[config.mk]
export PLATFORM = sky130hd
export DESIGN_NAME = pixel_streamer
export DESIGN_NICKNAME = d
export VERILOG_FILES = /design/src/rtl/pixel_streamer_pkg.sv /design/src/rtl/pixel_streamer_delay_pipe.sv /design/src/rtl/pixel_streamer.sv
export SDC_FILE = /design/constraint.sdc
export NUM_CORES = 1
export LEC_CHECK = 0
export ABC_AREA = 1
export BUFFER_PORTS_ARGS = -buffer_cell sky130_fd_sc_hd__buf_2
export CAP_MARGIN = 30
export CORE_ASPECT_RATIO = 1.5
export CORE_MARGIN = 2
export CORE_UTILIZATION = 53
export CTS_CLUSTER_DIAMETER = 30
export CTS_CLUSTER_SIZE = 10
export DETAILED_ROUTE_END_ITERATION = 6
export GPL_TIMING_DRIVEN = 0
export PLACE_DENSITY = 0.86
export SKIP_LAST_GASP = 1
export SLEW_MARGIN = 20
export SYNTH_ARGS = -nofsm -noshare
export SYNTH_HDL_FRONTEND = slang
export SYNTH_SLANG_ARGS = --single-unit
[constraint.sdc]
create_clock -name clk_in -period 1.5 [get_ports clk_in]
set_input_delay 0 -clock clk_in [delete_from_list [all_inputs] [get_ports clk_in]]
set_output_delay 0 -clock clk_in [all_outputs]
set_load 0.01 [all_outputs]
[src/rtl/pixel_streamer_pkg.sv]
// Shared definitions for the pixel streamer and the downstream filter chain:
// FSM state encoding and the pixel / column / row bus widths.
package pixel_streamer_pkg;

    localparam int PIX_W  = 7;
    localparam int HCNT_W = 11;
    localparam int VCNT_W = 10;

    typedef enum logic [1:0] {
        ST_IDLE  = 2'd0,
        ST_READ  = 2'd1,
        ST_DRAIN = 2'd2
    } state_t;

endpackage

[src/rtl/pixel_streamer_delay_pipe.sv]
// Fixed-depth register delay line. Clears every stage on reset so that an
// aborted frame leaves nothing in flight.
module delay_pipe #(
    parameter int DEPTH = 1,
    parameter int WIDTH = 1
) (
    input  logic             i_clk,
    input  logic             i_rst_n,
    input  logic [WIDTH-1:0] i_data,
    output logic [WIDTH-1:0] o_data
);

    logic [WIDTH-1:0] r_stage [DEPTH];

    // Shift the input through DEPTH registers.
    always_ff @(posedge i_clk or negedge i_rst_n) begin
        if (!i_rst_n) begin
            for (int i = 0; i < DEPTH; i++) begin
                r_stage[i] <= {WIDTH{1'b0}};
            end
        end else begin
            r_stage[0] <= i_data;
            for (int i = 1; i < DEPTH; i++) begin
                r_stage[i] <= r_stage[i-1];
            end
        end
    end

    assign o_data = r_stage[DEPTH-1];

endmodule

[src/rtl/pixel_streamer.sv]
// Frame-RAM reader: on start, walks the frame in raster order one address per
// cycle and presents each pixel with its column/row RAM_LATENCY+1 cycles after
// the address was issued. Column/row/valid travel through a delay line so they
// line up with the RAM data without being recomputed.
// Optional build macro LINE_GAP_EN adds parameter H_GAP: H_GAP idle cycles
// are inserted after the last address of each line.
module pixel_streamer
    import pixel_streamer_pkg::*;
#(
    parameter int H_ACTIVE    = 320,
    parameter int V_ACTIVE    = 240,
    parameter int RAM_LATENCY = 2
`ifdef LINE_GAP_EN
    ,
    parameter int H_GAP       = 4
`endif
) (
    input  logic                                  clk_in,
    input  logic                                  rst_in,
    input  logic                                  start_in,
    output logic [$clog2(H_ACTIVE*V_ACTIVE)-1:0]  addr_out,
    input  logic [PIX_W-1:0]                      ram_data_in,
    output logic                                  data_valid_out,
    output logic [PIX_W-1:0]                      pixel_data_out,
    output logic [HCNT_W-1:0]                     hcount_out,
    output logic [VCNT_W-1:0]                     vcount_out,
    output logic                                  busy_out,
    output logic                                  done_out
);

    localparam int AW     = $clog2(H_ACTIVE*V_ACTIVE);
    localparam int PIPE_W = 2 + HCNT_W + VCNT_W;
    localparam logic [HCNT_W-1:0] H_LAST = HCNT_W'(H_ACTIVE - 1);
    localparam logic [VCNT_W-1:0] V_LAST = VCNT_W'(V_ACTIVE - 1);
`ifdef LINE_GAP_EN
    localparam logic [15:0] GAP_LOAD = 16'(H_GAP);
`else
    localparam logic [15:0] GAP_LOAD = 16'd0;
`endif

    state_t              r_state;
    logic [AW-1:0]       r_addr;
    logic [HCNT_W-1:0]   r_h;
    logic [VCNT_W-1:0]   r_v;
    logic                r_issue;
    logic [15:0]         r_gap_cnt;
    logic                r_busy;

    logic                r_valid;
    logic                r_done;
    logic [PIX_W-1:0]    r_pix;
    logic [HCNT_W-1:0]   r_hcnt;
    logic [VCNT_W-1:0]   r_vcnt;

    logic                w_line_end;
    logic                w_frame_end;
    logic [AW-1:0]       w_next_addr;
    logic [HCNT_W-1:0]   w_next_h;
    logic [VCNT_W-1:0]   w_next_v;
    logic [PIPE_W-1:0]   w_pipe_in;
    logic [PIPE_W-1:0]   w_pipe_out;
    logic                w_p_valid;
    logic                w_p_last;
    logic [HCNT_W-1:0]   w_p_h;
    logic [VCNT_W-1:0]   w_p_v;

    assign w_line_end  = (r_h == H_LAST);
    assign w_frame_end = w_line_end && (r_v == V_LAST);

    // Next raster position after the currently issued address.
    always_comb begin
        w_next_addr = r_addr + AW'(1);
        if (w_line_end) begin
            w_next_h = {HCNT_W{1'b0}};
            w_next_v = r_v + VCNT_W'(1);
        end else begin
            w_next_h = r_h + HCNT_W'(1);
            w_next_v = r_v;
        end
    end

    // Control FSM: address issue, optional line gap, drain and busy flag.
    always_ff @(posedge clk_in or negedge rst_in) begin
        if (!rst_in) begin
            r_state   <= ST_IDLE;
            r_addr    <= {AW{1'b0}};
            r_h       <= {HCNT_W{1'b0}};
            r_v       <= {VCNT_W{1'b0}};
            r_issue   <= 1'b0;
            r_gap_cnt <= 16'd0;
            r_busy    <= 1'b0;
        end else begin
            case (r_state)
                ST_IDLE: begin
                    r_gap_cnt <= 16'd0;
                    if (start_in) begin
                        r_state <= ST_READ;
                        r_addr  <= {AW{1'b0}};
                        r_h     <= {HCNT_W{1'b0}};
                        r_v     <= {VCNT_W{1'b0}};
                        r_issue <= 1'b1;
                        r_busy  <= 1'b1;
                    end else begin
                        r_issue <= 1'b0;
                    end
                end
                ST_READ: begin
                    if (r_gap_cnt != 16'd0) begin
                        // Stalled between lines; resume on the last gap cycle.
                        r_gap_cnt <= r_gap_cnt - 16'd1;
                        if (r_gap_cnt == 16'd1) begin
                            r_addr  <= w_next_addr;
                            r_h     <= w_next_h;
                            r_v     <= w_next_v;
                            r_issue <= 1'b1;
                        end else begin
                            r_issue <= 1'b0;
                        end
                    end else if (w_frame_end) begin
                        r_state <= ST_DRAIN;
                        r_issue <= 1'b0;
                    end else if (w_line_end && (GAP_LOAD != 16'd0)) begin
                        r_gap_cnt <= GAP_LOAD;
                        r_issue   <= 1'b0;
                    end else begin
                        r_addr  <= w_next_addr;
                        r_h     <= w_next_h;
                        r_v     <= w_next_v;
                        r_issue <= 1'b1;
                    end
                end
                ST_DRAIN: begin
                    r_issue <= 1'b0;
                    // Last beat is on the outputs this cycle; frame ends here.
                    if (r_done) begin
                        r_state <= ST_IDLE;
                        r_busy  <= 1'b0;
                    end
                end
                default: begin
                    r_state <= ST_IDLE;
                    r_issue <= 1'b0;
                    r_busy  <= 1'b0;
                end
            endcase
        end
    end

    assign w_pipe_in = {r_issue, r_issue & w_frame_end, r_h, r_v};

    delay_pipe #(
        .DEPTH (RAM_LATENCY),
        .WIDTH (PIPE_W)
    ) u_delay_pipe (
        .i_clk   (clk_in),
        .i_rst_n (rst_in),
        .i_data  (w_pipe_in),
        .o_data  (w_pipe_out)
    );

    assign {w_p_valid, w_p_last, w_p_h, w_p_v} = w_pipe_out;

    // Final pipeline stage: capture RAM data alongside the delayed position.
    always_ff @(posedge clk_in or negedge rst_in) begin
        if (!rst_in) begin
            r_valid <= 1'b0;
            r_done  <= 1'b0;
            r_pix   <= {PIX_W{1'b0}};
            r_hcnt  <= {HCNT_W{1'b0}};
            r_vcnt  <= {VCNT_W{1'b0}};
        end else begin
            r_valid <= w_p_valid;
            r_done  <= w_p_valid & w_p_last;
            if (w_p_valid) begin
                r_pix  <= ram_data_in;
                r_hcnt <= w_p_h;
                r_vcnt <= w_p_v;
            end
        end
    end

    assign addr_out       = r_addr;
    assign data_valid_out = r_valid;
    assign pixel_data_out = r_pix;
    assign hcount_out     = r_hcnt;
    assign vcount_out     = r_vcnt;
    assign busy_out       = r_busy;
    assign done_out       = r_done;

endmodule

==> results summary, run 1 <==
The number of filler cells placed in the layout is 702. The time the final worst path needs with I/O delays and setup is between 1.5 and 2 ns. The routability congestion estimate from global placement came out at 0.886.

The analysis attributes to net switching a power of 1.89 mW. After floorplanning, the core was divided into 47 placement rows. The maximum fanout along the worst path is 10. In this run the power density over the cells is around 1000 nW/um^2. The share of final-layout standard cells stronger than drive strength 1 came out at 0.379.

The setup TNS after final layout came out at -15.49 ns. The sum of buffers and inverters on the critical path is 1. The max-cap violation count came out at 0. The total design power came out at 7.91 mW.

The class of the worst hold path is in -> async. The antenna diode instance count is 0. On the critical path, the stage with the largest delay is an instance of dfrtp_1. The wire length of the first global-routing pass came out at roughly 25000 um. The maximum frequency from static timing analysis is around 530 MHz. The leakage power figure is about 4.0 nW. The switching part of the total power is 0.239. The count of input and output buffers came out at 57.

The signal on the critical path passes through nand2_1 -> nor2_2 -> nand3_4 -> nor2_4 -> nand2_2 -> nand2_4 -> nand2_4 -> buf_12 -> nand2_1 -> nand2_1. The cell area after technology mapping is roughly 6000 um^2. The portion of the clock cycle consumed by the worst path in the final layout is 1.25. After global routing the overflow that remains totals 0. The initial utilization of the core area, before any placement, comes to 0.544. Across every metal layer, demand over resource in global routing totals 0.258. The arrival time of the worst setup path is 2.19 ns.

The highest cell delay on the worst timing path is around 0.46 ns. In this run the worst setup path begins at r_v[6]. The worst slew slack as a fraction of its limit is 0.551.

The flow ran to the end, but the final reports show violations. The mean number of vias per cell came out at roughly 5.8. The most used cell along the critical path is nand2_1. The setup path with the least slack is of type reg -> reg.

The share of total power dissipated in sequential elements is 0.459. The number of top-level pins came out at between 50 and 60. The final-report max-slew violation count came out at 0. The clock network fraction of design power came out at 0.525. The region available for standard cell placement spans ~11000 um^2. The final worst slack came out at -0.377 ns. The number of antenna violations at the first check in global routing is 0. The largest buffer count on any clock path is 2. The first-pass iteration count of the detailed router came out at 7.

The internal power component came out at ~6.0 mW. The CTS sink count came out at 134. The cell count after synthesis is 627.

The post-route core utilization came out at 0.717. The post-synthesis average cell area came out at ~9.6 um^2. The total of endpoints with negative setup slack in the final report is 58. The number of hold violations in the final report is 0. Setup repair after global routing could not meet its margin everywhere. The number of nets in the synthesized netlist is 643. The HPWL after detailed placement came out at approximately 8700 um. The final setup skew came out at ~0.0092 ns. The die area came out at about 12000 um^2.

The checks that failed: DRC, setup timing. The area growth from synthesis to layout is 31.7%. The actual transition at the worst max-transition pin came out at just under 0.7 ns. The final layout contains routed wiring with a total length of 16800 um. In this run, synthesis produced a sequential element count of between 100 and 150. The die span in x came out at about 90 um. The combinational fraction of design power came out at 0.017.

The detailed router placed about 5300 vias in this run. CTS built an H-tree with a depth of 4. Entering global routing, the biggest net connects between 100 and 150 pins.

The first routing iteration left around 630 violations. The total CTS buffers came out at 17. The via count of the first global-routing pass is 5156. The count of different cell masters after synthesis came out at 31.

TritonCTS built the clock tree. The number of warnings reported in the yosys synthesis log is 0. The wire length per cell after detailed routing is ~18 um. Clock-pin slew was measured on the worst setup and hold paths at about 0.07 ns. The remaining routing DRC violations is 1. The height of the die came out at 135 um. The remaining antenna violation count after routing is 0. The type of destination of the critical path is a flop. The clock latency reported for the late side of the worst-skew pair is 0.42 ns.

The fraction of the yosys area taken by sequential cells is 0.557. The worst register-to-register path begins at r_v[6]. The worst setup path is launched from a flop.

The tree is rooted in a clkbuf_16. Broken down by cell family, the worst path's largest delay share belongs to simple AND/OR/NAND/NOR gates. The data required time of the worst path came out at 1.81 ns.

The worst slack at placement is -0.362 ns. The count of nets after finishing is 770. The worst-case vdd ir drop came out at roughly 780 uV.
[cells in the final DEF (no fill, tap or decap), types with 17 or more instances in the layout]
cell and count:
buf_2 59, buf_4 40, clkbuf_16 17, dfrtp_1 126
inv_1 36, mux2_2 28, nand2_1 116, nand2_2 26
nand3_1 51, nand4_1 17, nor2_1 56, nor2_4 17
xor2_1 18
[worst register-to-register path: stages, from the launching register on]
cell	delay, ns
dfrtp_1	0.46
nand2_1	0.17
nor2_2	0.22
nand3_4	0.12
nor2_4	0.15
nand2_2	0.10
nand2_4	0.15
nand2_4	0.11
buf_12	0.17
nand2_1	0.06
nand2_1	0.06
[layout make-up]
type	instances	area [um^2]	share of cell area
plain buffers	20	151	0.0191
clock buffers	17	425	0.0537
clock inverters	15	158	0.0199
inverters	46	183	0.0230
multi-input cells	427	2730	0.344
flip-flops and latches	134	3360	0.424
well taps	147	184	0.0232
repair buffers	108	733	0.0925
[cells by family after synthesis]
group / after synthesis / synth area share
simple gates: 336 / 0.260
flops: 134 / 0.557
buf+inv: 66 / 0.0503
xor+xnor: 25 / 0.0364
fa+ha+maj: 6 / 0.0125
mux: 28 / 0.0524
compound gates: 32 / 0.0310
[registers in the layout, summed over array words and instances, names as in the netlist, 7 cells and up]
| name | count |
|---|---|
| r_v | 10 |
| u_delay_pipe.r_stage | 23 |
| pixel_data_out | 7 |
| r_gap_cnt | 16 |
| u_delay_pipe.o_data | 23 |
| r_h | 11 |
| hcount_out | 11 |
| vcount_out | 10 |
| addr_out | 17 |
[metal layers]
metal	share of wire	vias to the layer above	wire, um	GRT usage
met5	0	-	0	0
met4	0.057	0	961	0.145
met3	0.074	116	1230	0.0525
met2	0.52	358	8720	0.455
met1	0.35	2530	5840	0.290
li1	-	2289	-	-
[power by group through the flow]
stage	clock (mW)	sequential, mW	combinational (mW)
floorplan	0	3.70	0.00839
global placement	0	3.69	0.102
detailed placement	0	3.70	0.118
CTS	4.18	3.63	0.136
global route	4.38	3.63	0.151
finish	4.15	3.63	0.131
[stage by stage]
step           cells  hold slack, ns  cell area, um^2
5_1_grt          914          0.0561             7930
2_1_floorplan    627          -0.296             6080
6_report         914          0.0301             7930
3_3_place_gp     831           0.233             6550
3_5_place_dp     832          -0.118             6590
4_1_cts          898          0.0365             7610
[final timing paths]
check,slack (ns),cells after the start,end
max,-0.38,10,r_h[8]
min,0.03,2,u_delay_pipe.o_data[2]
max reg2reg,-0.38,10,r_h[8]
min reg2reg,0.34,0,u_delay_pipe.o_data[13]
max in group asynchronous,0.68,3,r_h[0]
min in group clk_in,0.20,5,r_v[0]
[cell usage after synthesis]
cell type  number  area [um^2]
nand3_1        61          305
o21bai_1        2         15.0
o21ai_4         1         16.3
buf_2           5         25.0
xnor2_1         7         61.3
nor2_1         76          285
o22ai_1         5         31.3
buf_4           1         7.51
nor3_1          9         45.0
nand2_2        13         81.3
o21ai_0        14         70.1
inv_1          45          169
nand2_4         4         45.0
o21ai_2         1         8.76
nand2_1       133          499
o21ai_1         6         30.0
nand3b_1        4         30.0
clkbuf_1        8         30.0
ha_1            6         75.1
nor2_4          6         67.6
xor2_1         18          158
or2_2           2         12.5
nor2_2          3         18.8
inv_2           1         3.75
nor3b_1         4         30.0
dfrtp_1       134         3350
nand3_2         4         40.0
buf_6           6         67.6
nand4_1        17          106
mux2_2         28          315
a21oi_1         3         15.0
[what timing repair did]
item                       CTS  global route
hold endpoints to repair   141             0
resized for setup           57            62
hold buffers                 8             0
pin swaps                   14            21
setup endpoints to repair   57            58
cloned                       1             1
buffers inserted            25            16
Note: power is estimated with default switching activity, not from simulation.
==> run 2: changes to the inputs <==
--- a/config.mk
+++ b/config.mk
@@ -10,12 +10,12 @@
 export CAP_MARGIN = 30
 export CORE_ASPECT_RATIO = 1.5
 export CORE_MARGIN = 2
-export CORE_UTILIZATION = 53
+export CORE_UTILIZATION = 40
 export CTS_CLUSTER_DIAMETER = 30
 export CTS_CLUSTER_SIZE = 10
 export DETAILED_ROUTE_END_ITERATION = 6
 export GPL_TIMING_DRIVEN = 0
-export PLACE_DENSITY = 0.86
+export PLACE_DENSITY = 0.71
 export SKIP_LAST_GASP = 1
 export SLEW_MARGIN = 20
 export SYNTH_ARGS = -nofsm -noshare
==> run 2 against run 1 <==
  * The flow finishes with violations (setup timing)
  * Global-route usage down 8.1 points
  * Count of clock-buffer cells in the layout up 2
  * Critical path depth unchanged
  * First-iteration DRC count down 54%
  * Via count down 7.8%
  * Clock power about the same
  * Hold slack better by 0.045 ns
  * Wire length down 17%
  * Clock skew up 0.0018 ns
  * Setup slack better by 0.15 ns
  * Fmax up 8.8%
  * Largest cell class unchanged
  * Highest routed layer unchanged
==> results summary, run 2 (synthesis results as in run 1) <==
Run status: finished, violations left (unchanged). The internal power component came out at 6.32 mW (was 6.02 mW). The cell depth of the worst setup path came out at 10 (unchanged). The remaining routing DRC violations is 0 (was 1). The wire length per cell after detailed routing is 14.5 um (was 18.3 um). The highest cell delay on the worst timing path is 0.41 ns (was 0.46 ns). The wire length after detailed routing came out at 14000 um (was 16800 um). The most common library cell in the layout ignoring fill and taps is nand2_1 (was dfrtp_1). The leakage power figure came out at 4.06 nW (was 4.03 nW).

The height of the die came out at 154 um (was 135 um). The critical path startpoint category is a flop (unchanged). The HPWL after detailed placement came out at 8180 um (was 8670 um). The kind of cell adding the most delay to the critical path was simple AND/OR/NAND/NOR gates (unchanged). The number of antenna violations at the first check in global routing was 0 (unchanged). The antenna diode instance count came out at 0 (unchanged). The worst-case vdd ir drop is 677 uV (was 779 uV). The total power per unit cell area is 982 nW/um^2 (was 998 nW/um^2). The number of hold violations in the final report is 0 (unchanged).

The routability congestion estimate from global placement came to 0.818 (was 0.886). The remaining global-route overflow was 0 (unchanged). The part of the power in registers is 0.457 (was 0.459). The final worst slack was -0.226 ns (was -0.377 ns). The startpoint of the most critical setup path was r_gap_cnt[13] (was r_v[6]). The sum of buffers and inverters on the critical path came out at 2 (was 1). The post-route core utilization is 0.552 (was 0.717). The max-cap violation count came to 0 (unchanged). The die span in x is 104 um (was 91.0 um). The remaining antenna violation count after routing is 0 (unchanged). The number of cells in the finished layout apart from fillers came to 968 (was 914). The largest buffer count on any clock path came out at 2 (unchanged). The setup TNS after final layout is -8.23 ns (was -15.49 ns).

The clock network fraction of design power is 0.526 (was 0.525). The final setup skew came out at 0.0109 ns (was 0.00916 ns). The starting density of the core came out at 0.410 (was 0.544). The maximum number of pins on one net before global-route repair came to 87 (was 103).

The share of final-layout standard cells stronger than drive strength 1 is 0.372 (was 0.379). The count of nets after finishing is 777 (was 770). The count of routing violations after the opening detailed-route iteration came out at 292 (was 632). The clock root buffer is clkbuf_16 (unchanged).

The maximum fanout along the worst path came out at 5 (was 10). The maximum frequency from static timing analysis came to 579 MHz (was 533 MHz). The combinational fraction of design power is 0.016 (was 0.017).

The portion of the clock cycle consumed by the worst path in the final layout was 1.15 (was 1.25). The number of H-tree levels is 4 (unchanged). The worst reg2reg path startpoint is r_gap_cnt[13] (was r_v[6]). The mean number of vias per cell came out at 5.04 (was 5.79).

The switching part of the total power came to 0.204 (was 0.239). The first-pass iteration count of the detailed router came out at 5 (was 7). Ordered list of cells on the worst path: nor2_2 -> nand2_1 -> nor2_2 -> nand3_2 -> nor2_4 -> nand2_4 -> buf_6 -> clkbuf_16 -> nand3_1 -> nand2_1 (was nand2_1 -> nor2_2 -> nand3_4 -> nor2_4 -> nand2_2 -> nand2_4 -> nand2_4 -> buf_12 -> nand2_1 -> nand2_1). The worst slew slack as a fraction of its limit was 0.550 (was 0.551). The total of endpoints with negative setup slack in the final report was 57 (was 58).

The class of the worst hold path is in -> async (unchanged). The switching power of the nets came out at 1.62 mW (was 1.89 mW). The standard cell core area is 14700 um^2 (was 11100 um^2). The die area is 16100 um^2 (was 12200 um^2).

The number of top-level pins came out at 58 (unchanged). The clock slew at the register clock pins of the worst setup and hold paths came out at 0.06 ns (was 0.07 ns). The area of the multi-input gates is 2700 um^2 (was 2730 um^2). Most used cells in the layout excluding fill and tap cells: nand2_1 (128), dfrtp_1 (125), nor2_1 (59), buf_2 (59), buf_4 (43) (was dfrtp_1 (126), nand2_1 (116), buf_2 (59)). The cell with the largest stage delay on the worst path is dfrtp_1 (unchanged). The arrival time of the worst setup path is 2.02 ns (was 2.19 ns). The total CTS buffers came out at 17 (unchanged).

The actual transition at the worst max-transition pin is 0.675 ns (was 0.673 ns). The number of cell rows is 54 (was 47). The number of cells after detailed placement is 881 (was 832). The type of destination of the critical path was a flop (unchanged).

The total global routing track utilization came out at 0.177 (was 0.258). The CTS sink count came out at 134 (unchanged). The data required time of the worst path was 1.80 ns (was 1.81 ns).

The wire length of the first global-routing pass is 22800 um (was 24800 um). The sequential cell area came out at 3360 um^2 (about the same). The relative area change from synthesis to final layout came out at 34.4% (was 31.7%). The critical setup path kind is reg -> reg (unchanged). The clock latency reported for the late side of the worst-skew pair came out at 0.41 ns (was 0.42 ns).

Setup repair after global routing missed its margin: yes (unchanged). The cell depth of the worst flop-to-flop path is 10 (unchanged). The final-report max-slew violation count came to 0 (unchanged). The time the final worst path needs with I/O delays and setup is 1.73 ns (was 1.88 ns). The via count of the first global-routing pass came to 4740 (was 5156). The number of filler cells placed in the layout is 1222 (was 702). The CTS tree is built (unchanged). Violated checks: setup timing (was DRC, setup timing).

The vias after detailed routing came out at 4882 (was 5293). The register-to-register setup slack is -0.23 ns (was -0.38 ns). The count of input and output buffers came out at 57 (unchanged). The worst flop-to-flop path endpoint was r_h[6] (was r_h[8]). The capture point of the critical path is r_h[6] (was r_h[8]).
==> run 2: cell count changes in the layout (fill, tap and decap cells not counted), sizes merged <==
cell / delta
buf: +5
bufinv: +2
clkbuf: +4
clkinvlp: +2
inv: -8
==> run 2: power by group through the flow <==
stage	logic [mW]	clock network [mW]	registers, mW
after detailed placement	0.119	0	3.69
final	0.131	4.18	3.63
after floorplan	0.00839	0	3.70
after CTS	0.136	4.27	3.63
after global routing	0.151	4.46	3.63
after global placement	0.106	0	3.69
==> run 2: cell type report <==
class	instances	share of cell area
sequential	134	0.416
multi-input combinational	427	0.334
timing repair buffer	115	0.105
clock buffer	19	0.0547
tap	196	0.0303
inverter	46	0.0217
buffer	20	0.0192
clock inverter	11	0.0187
==> run 2: how the worst min path moves through the flow <==
stage / from / endpoint / cells past startpoint
2_1_floorplan: rst_in / addr_out[0] / 0
3_3_place_gp: ram_data_in[6] / pixel_data_out[6] / 2
3_5_place_dp: rst_in / r_gap_cnt[5] / 1
4_1_cts: rst_in / r_gap_cnt[5] / 2
5_1_grt: rst_in / r_gap_cnt[5] / 2
6_report: rst_in / r_gap_cnt[5] / 2
==> run 2: per-layer routing <==
layer	GRT usage	share of wire	up-vias
met1	0.206	0.40	2389
met2	0.317	0.53	143
met4	0.0701	0.031	0
met5	0	0	-
li1	-	-	2311
met3	0.0379	0.040	39
==> run 2: what timing repair did <==
action | CTS | global route
hold buffers | 8 | 0
endpoints found under the setup margin | 57 | 58
pin swaps | 30 | 14
gates cloned | 4 | 2
buffers inserted | 36 | 7
hold endpoints to repair | 141 | 0
resized for setup | 65 | 35
==> run 2: worst reg2reg max path: stages (launching register included) <==
cell	delay, ns
dfrtp_1	0.41
nor2_2	0.16
nand2_1	0.08
nor2_2	0.16
nand3_2	0.14
nor2_4	0.14
nand2_4	0.10
buf_6	0.15
clkbuf_16	0.15
nand3_1	0.07
nand2_1	0.06
==> run 2: through the flow <==
| step | hold slack, ns | worst slack, ns | cell area (um^2) | total power, mW |
|---|---|---|---|---|
| 6_report | 0.0753 | -0.226 | 8090 | 7.94 |
| 5_1_grt | 0.121 | -0.316 | 8090 | 8.24 |
| 4_1_cts | 0.0911 | -0.177 | 7870 | 8.04 |
| 3_5_place_dp | -0.0705 | -0.380 | 6650 | 3.81 |
| 3_3_place_gp | 0.236 | -1.36 | 6610 | 3.80 |
| 2_1_floorplan | -0.296 | -0.0902 | 6080 | 3.71 |
